<file path="config.mk">
export PLATFORM = sky130hd
export DESIGN_NAME = song_sequencer_flat
export DESIGN_NICKNAME = d
export VERILOG_FILES = /design/src/rtl/song_pkg.sv /design/src/rtl/song_if.sv /design/src/rtl/song_sequencer.sv /design/src/flat_wrapper.sv
export SDC_FILE = /design/constraint.sdc
export NUM_CORES = 1
export LEC_CHECK = 0
export BUFFER_PORTS_ARGS = -buffer_cell sky130_fd_sc_hd__buf_2
export CORE_MARGIN = 2
export CORE_UTILIZATION = 51
export CTS_CLUSTER_SIZE = 14
export DETAILED_ROUTE_END_ITERATION = 8
export PLACE_DENSITY = 0.84
export SYNTH_ARGS = -nofsm -noshare
export SYNTH_HDL_FRONTEND = slang
export SYNTH_SLANG_ARGS = --single-unit
</file>
<file path="constraint.sdc">
create_clock -name clk -period 4 [get_ports clk]
set_clock_uncertainty 0.05 [all_clocks]
set_input_delay 1.2 -clock clk [delete_from_list [all_inputs] [get_ports clk]]
set_output_delay 1.2 -clock clk [all_outputs]
set_load 0.005 [all_outputs]
</file>
<file path="src/rtl/song_pkg.sv">
// Shared definitions for the song sequencer: song ROM entry layout and FSM state encoding.
package song_pkg;

    localparam int NOTE_W  = 6;
    localparam int DUR_W   = 6;
    localparam int NUM_W   = 2;
    localparam int META_W  = 3;
    localparam int ENTRY_W = 4 * NOTE_W + DUR_W + NUM_W + META_W;

    // Field order matches the ROM word, MSB first: note1 at [34:29] ... metadata at [2:0].
    typedef struct packed {
        logic [NOTE_W-1:0] note1;
        logic [NOTE_W-1:0] note2;
        logic [NOTE_W-1:0] note3;
        logic [NOTE_W-1:0] note4;
        logic [DUR_W-1:0]  duration;
        logic [NUM_W-1:0]  num_notes;
        logic [META_W-1:0] metadata;
    } entry_t;

    localparam logic [DUR_W-1:0] END_DURATION = '0;

    typedef enum logic [2:0] {
        ST_IDLE  = 3'd0,
        ST_FETCH = 3'd1,
        ST_LOAD  = 3'd2,
        ST_WAIT  = 3'd3,
        ST_DONE  = 3'd4
    } state_t;

    function automatic logic is_end(input entry_t e);
        return e.duration == END_DURATION;
    endfunction

endpackage

</file>
<file path="src/rtl/song_if.sv">
// Note-load handshake between the song sequencer (master) and notes_player (slave).
interface song_if;
    import song_pkg::*;

    // Handshake: load_new_note is a one-cycle strobe marking the note fields valid; the fields
    // then stay stable until notes_player raises done_with_note, which the sequencer accepts
    // only while it is waiting and playing.
    logic [NOTE_W-1:0] note1;
    logic [NOTE_W-1:0] note2;
    logic [NOTE_W-1:0] note3;
    logic [NOTE_W-1:0] note4;
    logic [DUR_W-1:0]  duration;
    logic [NUM_W-1:0]  num_notes;
    logic [META_W-1:0] metadata;
    logic              load_new_note;
    logic              done_with_note;
    logic              play_enable;

    modport master (
        output note1, note2, note3, note4, duration, num_notes, metadata,
        output load_new_note, play_enable,
        input  done_with_note
    );

    modport slave (
        input  note1, note2, note3, note4, duration, num_notes, metadata,
        input  load_new_note, play_enable,
        output done_with_note
    );

endinterface

</file>
<file path="src/rtl/song_sequencer.sv">
// Walks the song ROM one chord at a time and hands each entry to notes_player,
// handling play/pause, song select, restart and end-of-song.
module song_sequencer
    import song_pkg::*;
#(
    parameter int IDX_W   = 7,
    parameter int SONG_W  = 2,
    parameter int ROM_LAT = 1
) (
    input  logic                    clk,
    input  logic                    reset,
    input  logic                    play,
    input  logic [SONG_W-1:0]       song,
    input  logic                    restart,
    output logic [SONG_W+IDX_W-1:0] rom_addr,
    input  logic [ENTRY_W-1:0]      rom_data,
    song_if.master                  nif,
    output logic                    song_done,
    output logic                    busy,
    output state_t                  dbg_state
);

    localparam logic [1:0]       LAT_LAST = 2'(ROM_LAT);
    localparam logic [IDX_W-1:0] IDX_LAST = '1;

    state_t            state, state_n;
    logic [IDX_W-1:0]  idx, idx_n;
    logic [1:0]        lat_cnt, lat_cnt_n;
    logic [SONG_W-1:0] song_r;
    entry_t            fields;
    entry_t            rom_entry;
    logic              latch;
    logic              done_pulse_n;
    logic              abort;

    assign rom_entry = entry_t'(rom_data);

    // Restart or a new song selection drops everything back to IDLE, ahead of pause and done.
    assign abort = (state != ST_IDLE) && (restart || (song != song_r));

    always_comb begin
        state_n      = state;
        idx_n        = idx;
        lat_cnt_n    = lat_cnt;
        latch        = 1'b0;
        done_pulse_n = 1'b0;
        if (abort) begin
            state_n   = ST_IDLE;
            idx_n     = '0;
            lat_cnt_n = '0;
        end else begin
            case (state)
                ST_IDLE: begin
                    if (play) begin
                        state_n   = ST_FETCH;
                        idx_n     = '0;
                        lat_cnt_n = '0;
                    end
                end
                ST_FETCH: begin
                    if (play) begin
                        if (lat_cnt == LAT_LAST) begin
                            latch     = 1'b1;
                            lat_cnt_n = '0;
                            if (is_end(rom_entry)) begin
                                state_n      = ST_DONE;
                                done_pulse_n = 1'b1;
                            end else begin
                                state_n = ST_LOAD;
                            end
                        end else begin
                            lat_cnt_n = lat_cnt + 2'd1;
                        end
                    end
                end
                ST_LOAD: begin
                    if (play) state_n = ST_WAIT;
                end
                ST_WAIT: begin
                    if (play && nif.done_with_note) begin
                        // The last index ends the song rather than wrapping back to entry 0.
                        if (idx == IDX_LAST) begin
                            state_n      = ST_DONE;
                            done_pulse_n = 1'b1;
                        end else begin
                            state_n   = ST_FETCH;
                            idx_n     = idx + IDX_W'(1);
                            lat_cnt_n = '0;
                        end
                    end
                end
                ST_DONE: begin
                    if (!play) begin
                        state_n = ST_IDLE;
                        idx_n   = '0;
                    end
                end
                default: state_n = ST_IDLE;
            endcase
        end
    end

    always_ff @(posedge clk or negedge reset) begin
        if (!reset) begin
            state     <= ST_IDLE;
            idx       <= '0;
            lat_cnt   <= '0;
            song_r    <= '0;
            fields    <= '0;
            song_done <= 1'b0;
        end else begin
            state     <= state_n;
            idx       <= idx_n;
            lat_cnt   <= lat_cnt_n;
            song_r    <= song;
            song_done <= done_pulse_n;
            if (latch) fields <= rom_entry;
        end
    end

    assign rom_addr = {song_r, idx};

    assign nif.note1     = fields.note1;
    assign nif.note2     = fields.note2;
    assign nif.note3     = fields.note3;
    assign nif.note4     = fields.note4;
    assign nif.duration  = fields.duration;
    assign nif.num_notes = fields.num_notes;
    assign nif.metadata  = fields.metadata;

    // Gating with play defers the strobe while paused in LOAD.
    assign nif.load_new_note = (state == ST_LOAD) && play;
    assign nif.play_enable   = play && ((state == ST_LOAD) || (state == ST_WAIT));
    assign busy              = (state != ST_IDLE) && (state != ST_DONE);
    assign dbg_state         = state;

endmodule
</file>
<file path="src/flat_wrapper.sv">
// flat-port wrapper written by rule: the top's interface ports become plain ports
module song_sequencer_flat import song_pkg::*;
#(
    parameter int IDX_W   = 7,
    parameter int SONG_W  = 2,
    parameter int ROM_LAT = 1
)
  (clk, reset, play, song, restart, rom_addr, rom_data, song_done, busy, dbg_state, nif_note1, nif_note2, nif_note3, nif_note4, nif_duration, nif_num_notes, nif_metadata, nif_load_new_note, nif_play_enable, nif_done_with_note);
  song_if nif_i ();
  input  logic clk;
  input  logic reset;
  input  logic play;
  input  logic [SONG_W-1:0] song;
  input  logic restart;
  output logic [SONG_W+IDX_W-1:0] rom_addr;
  input  logic [ENTRY_W-1:0] rom_data;
  output logic song_done;
  output logic busy;
  output state_t dbg_state;
  output wire logic [$bits(nif_i.note1)-1:0] nif_note1;
  output wire logic [$bits(nif_i.note2)-1:0] nif_note2;
  output wire logic [$bits(nif_i.note3)-1:0] nif_note3;
  output wire logic [$bits(nif_i.note4)-1:0] nif_note4;
  output wire logic [$bits(nif_i.duration)-1:0] nif_duration;
  output wire logic [$bits(nif_i.num_notes)-1:0] nif_num_notes;
  output wire logic [$bits(nif_i.metadata)-1:0] nif_metadata;
  output wire logic [$bits(nif_i.load_new_note)-1:0] nif_load_new_note;
  output wire logic [$bits(nif_i.play_enable)-1:0] nif_play_enable;
  input wire logic [$bits(nif_i.done_with_note)-1:0] nif_done_with_note;
  assign nif_note1 = nif_i.note1;
  assign nif_note2 = nif_i.note2;
  assign nif_note3 = nif_i.note3;
  assign nif_note4 = nif_i.note4;
  assign nif_duration = nif_i.duration;
  assign nif_num_notes = nif_i.num_notes;
  assign nif_metadata = nif_i.metadata;
  assign nif_load_new_note = nif_i.load_new_note;
  assign nif_play_enable = nif_i.play_enable;
  assign nif_i.done_with_note = nif_done_with_note;
  song_sequencer #(.IDX_W(IDX_W), .SONG_W(SONG_W), .ROM_LAT(ROM_LAT)) u_core (.clk(clk), .reset(reset), .play(play), .song(song), .restart(restart), .rom_addr(rom_addr), .rom_data(rom_data), .nif(nif_i), .song_done(song_done), .busy(busy), .dbg_state(dbg_state));
endmodule
</file>
# After elaboration in Yosys (flattened, before gate mapping)
# Index checks and enable logic that the tools add are counted.
# Widths: inputs -> output; s select.
[totals] regBits=50 output_inout_bits=51 word_cells=78
[op_classes] reduce_logical=15 eq_ne=15 addsub=2 muxes=34
[ops] operator="$mux 7" n=5
[ops] operator="$mux 3" n=9
[ops] operator="$pmux 7 s3" n=1
[ops] operator="$ne 3x2->1 const B" n=5
[ops] operator="$pmux 3 s5" n=1
[ops] operator="$mux 2" n=6
[ops] operator="$mux 1" n=10
[ops] operator="$reduce_and 5->1" n=2
[ops] operator="$reduce_bool 4->1" n=2
[ops] operator="$add 7x1->7 const B" n=1
[ops] operator="$eq 7x7->1 const B" n=1
[ops] operator="$eq 3x2->1 const B" n=2
[ops] operator="$logic_not 6->1" n=1
[ops] operator="$ne 3x1->1 const B" n=2
[ops] operator="$pmux 2 s3" n=1
[ops] operator="$reduce_and 6->1" n=1
[ops] operator="$logic_and 1x1->1" n=5
[ops] operator="$eq 3x1->1 const B" n=1
[ops] operator="$eq 3x3->1 const B" n=1
[ops] operator="$logic_not 3->1" n=1
[ops] operator="$ne 3x3->1 const B" n=1
[ops] operator="$reduce_bool 3->1" n=1
[ops] operator="$add 2x1->2 const B" n=1
[ops] operator="$eq 2x1->1 const B" n=1
[ops] operator="3 further kinds" n=4

# Depth between registers and ports, before layout
[logic_depth] ltp_word=6 ltp_mapped=7 depth_no_buf=6

# Worst setup path after synthesis
# No wires, ideal clock.
[synth_timing] path_kind="input to output" startpoint="input play" endpoint="output nif_load_new_note" stages=2 setup_slack_ns=1.210 arrival_time_ns=1.540 path_buffers=0 t_required_ns=2.750 cell_sequence="and2b_1 and3_1"
[synth_between] elab_chain_cells=1
[synth_rtl] item="from (decl)" line="flat_wrapper.sv:12" source="input logic play;"
[synth_rtl] item="$logic_and 1x1->1" line="song_sequencer.sv:132" source="assign nif.load_new_note = (state == ST_LOAD) && play;"
[synth_rtl] item="to (decl)" line="flat_wrapper.sv:27" source="output wire logic [$bits(nif_i.load_new_note)-1:0] nif_load_new_note;"
# No other way between the ends.

# Worst setup path in the final report
# Same ends and word-level chain as after synthesis.

==> results.md <==
* Status: completed
* WP data required at 2.75 ns
* Slowest CP cell: and2b_1
* DRC at 0
* Io pins at between 90 and 100
* Sink Count at 50
* Cts repair resizes at 0
* Avg Cell Area, Syn at about 12 µm²
* Crit path cell chain: buf_2, and2b_1, and3_1, buf_2
* Final Wtd Congestion at slightly below 0.9
* Clk buf depth at 2
* DRT Pass-1 Iters at 4
* Starting Density at a little over half
* Worst-path maximum fanout at 7
* Via density at around 5.3
* WL/cell at around 14 µm
* Pre-CTS setup slack at 0.924 ns
* Hold_sp: u_core.lat_cnt[1]$_DFFE_PN0P_
* Count of final hold-check violations at 0
* Final WL at ~4700 µm
* Clock slew at reported path FFs at 0.09 ns
* CTS tree: built
* Port buffer count at 92
* Total negative setup slack at 0 ns
* Final Core Density at roughly two thirds
* Die Span Y at 70.3 µm
* Layout cells sized above 1 at about 51%
* Die W at approximately 70 µm
* Number of vias in the routed layout at 1738
* Dpl cells at around 320
* Placeable Area at about 0.0043 mm²
* Fin crit share at 77.1%
* Worst slew margin at 27.8%
* Final nets at around 320
* Post-synthesis cell count at roughly 180
* CTS Root Cell: clkbuf_8
* CP top delay family: simple AND/OR/NAND/NOR gates
* # Max-Cap Violations at 0
* Hold EP: u_core.lat_cnt[1]$_DFFE_PN0P_
* Final std cells w/o fill at between 300 and 400
* Reported leakage power at between 0.0015 and 0.002 µW
* Hold bufs inserted after CTS at 0
* # H-tree levels at 2
* Max VDD drop at between 0.3 and 0.4 mV
* Setup ws final at ~0.92 ns
* TritonCTS buffer count at 5
* Hold path depth at 1
* Fin crit period at approximately 3 ns
* Synthesized flop and latch total at 50
* Synth Net Count at about 220
* Synth Cell Area at between 0.002 and 0.0025 mm²
* RSZ-0062 raised after global routing: no
* FF-to-FF setup slack at approximately 1.9 ns
* FF-to-FF path depth at 5
* Vias in the first global route at between 1500 and 2000
* Synth Warn # at 0
* Overflow after GRT at 0
* Pins Over Slew Limit at 0
* # setup viols final at 0
* Num rows at 24
* First-pass GRT wire length at ~7800 µm
* Capturing element type of the critical path: output port
* Max Freq at around 0.32 GHz
* Initial antenna violation count at 0
* Crit path top cell by count: buf_2
* WS Path Type: primary input to output port
* Post-route ant nets at 0
* Clock latency at the later pin of the worst-skew pair at about 0.3 ns
* Fill cells at approximately 360
* Arrival time worst endpoint at 1.83 ns
* RR Endpoint: u_core.idx[5]$_DFFE_PN0P_
* Post-DP HPWL at between 3000 and 4000 µm
* Worst Path Buf+Inv at 2
* CP startpoint kind: primary input
* Pin count of the biggest net entering global routing at 51
* Area growth syn-to-layout at 26.0%
* Diode count at 0
* GR Util All Layers at between 10% and 20%
* Worst-margin pin slew at 1.08 ns
* Number of DRC markers in iteration 0 at 66
* Power Dens Cells at between 300 and 400 mW/mm²
* Hold Crit Class: register to register
* Die area at 0.00494 mm²
* Post-CTS setup buffer count at 0
* Seq/Total Area, Yosys at around 56%
* RR Startpoint: u_core.dbg_state[1]$_DFFE_PN0P_
* Count of cell types in the netlist at 38
* Slowest Stage Delay on Critical Path at between 0.15 and 0.2 ns
## per-layer routing
metal / part of all wire [%] / global-route usage (%) / routed length (µm) / vias to the layer above
met3: 6.1 / 5.34 / 282 / 7
li1: - / - / - / 830
met2: 51 / 34.0 / 2380 / 60
met4: 1.2 / 4.91 / 55 / 0
met5: 0 / 0 / 0 / -
met1: 42 / 25.3 / 1940 / 841
## logic make-up after synthesis
kind of cell    share of synthesized area (%)
compound gates                           9.16
xor+xnor                                0.782
flops                                    55.9
fa+ha+maj                               0.559
simple gates                             12.6
mux                                      18.0
buf+inv                                  2.96
## cell type report
cell class	count	area [µm²]	share of cell area, %
Inverter	6	22.5	0.798
Multi-Input combinational cell	118	922	32.7
Timing Repair Buffer	92	460	16.3
Clock buffer	6	82.6	2.93
Clock inverter	2	17.5	0.621
Sequential cell	50	1250	44.3
Tap cell	52	65.1	2.31
## how the worst max path moves through the flow
stage	from	to	slack [ns]	cells past startpoint
6_report	play	nif_load_new_note	0.92	4
5_1_grt	play	nif_load_new_note	0.87	4
4_1_cts	play	nif_load_new_note	0.92	4
3_5_place_dp	play	nif_load_new_note	0.92	4
3_3_place_gp	play	nif_load_new_note	0.93	4
2_1_floorplan	play	nif_load_new_note	1.21	2
## per-stage QoR
stage / total power, µW / area, µm² / hold slack (ns)
2_1_floorplan: 729 / 2240 / 0.399
3_3_place_gp: 803 / 2720 / 0.413
3_5_place_dp: 809 / 2720 / 0.437
4_1_cts: 1120 / 2820 / 0.459
5_1_grt: 1170 / 2820 / 0.472
6_report: 1110 / 2820 / 0.456
## cell usage in the layout (no fill, tap or decap), types with 2 or more instances in the layout
cell       Yosys  layout
a21boi_0       2       2
a21oi_1        4       4
a32o_1         2       2
and2_1         2       2
and3_1         3       3
buf_2          5      92
clkbuf_8       0       6
clkinv_4       0       2
dfrtp_1       50      50
inv_1          6       6
mux2_2        35      35
nand2_1       10      10
nand2b_1       5       5
nand3_1        3       3
nor2_1        10      10
nor2b_1        2       2
nor3_1         5       5
nor4_1         4       4
o21a_1         2       2
o21ai_0        6       6
o22ai_1        4       4
o2bb2ai_1      2       2
xor2_1         2       2
## registers in the layout (all words and copies together) (netlist names)
register and count:
u_core.dbg_state 3, u_core.idx 7, u_core.lat_cnt 2, u_core.nif.duration 6, u_core.nif.metadata 3, u_core.nif.note1 6, u_core.nif.note2 6, u_core.nif.note3 6
u_core.nif.note4 6, u_core.nif.num_notes 2, u_core.song_done 1, u_core.song_r 2
## cells in the mapped netlist (all sizes together)
library cell | n | area, µm²
dfrtp | 50 | 1250
mux2 | 35 | 394
nand2 | 11 | 43.8
nor2 | 10 | 37.5
buf | 7 | 43.8
inv | 6 | 22.5
nor3 | 6 | 41.3
o21ai | 6 | 30.0
nand2b | 5 | 31.3
nor4 | 5 | 37.5
a21oi | 4 | 20.0
o22ai | 4 | 25.0
and3 | 3 | 18.8
nand3 | 3 | 15.0
a21boi | 2 | 15.0
a32o | 2 | 20.0
and2 | 2 | 12.5
nor2b | 2 | 12.5
o21a | 2 | 15.0
o2bb2ai | 2 | 17.5
xor2 | 2 | 17.5
a2bb2oi | 1 | 8.76
a32oi | 1 | 8.76
and2b | 1 | 7.51
ha | 1 | 12.5
mux2i | 1 | 10.0
nand4 | 1 | 6.26
nor3b | 1 | 7.51
o211ai | 1 | 7.51
o22a | 1 | 8.76
o31ai | 1 | 12.5
o32ai | 1 | 16.3
or3b | 1 | 11.3
## report_power, final
part           switching [µW]  internal (µW)  leakage (µW)
combinational             124            109      0.000837
sequential               37.9            529      0.000692
clock                     170            143     0.0000514
Power figures use the tool's default switching activity.
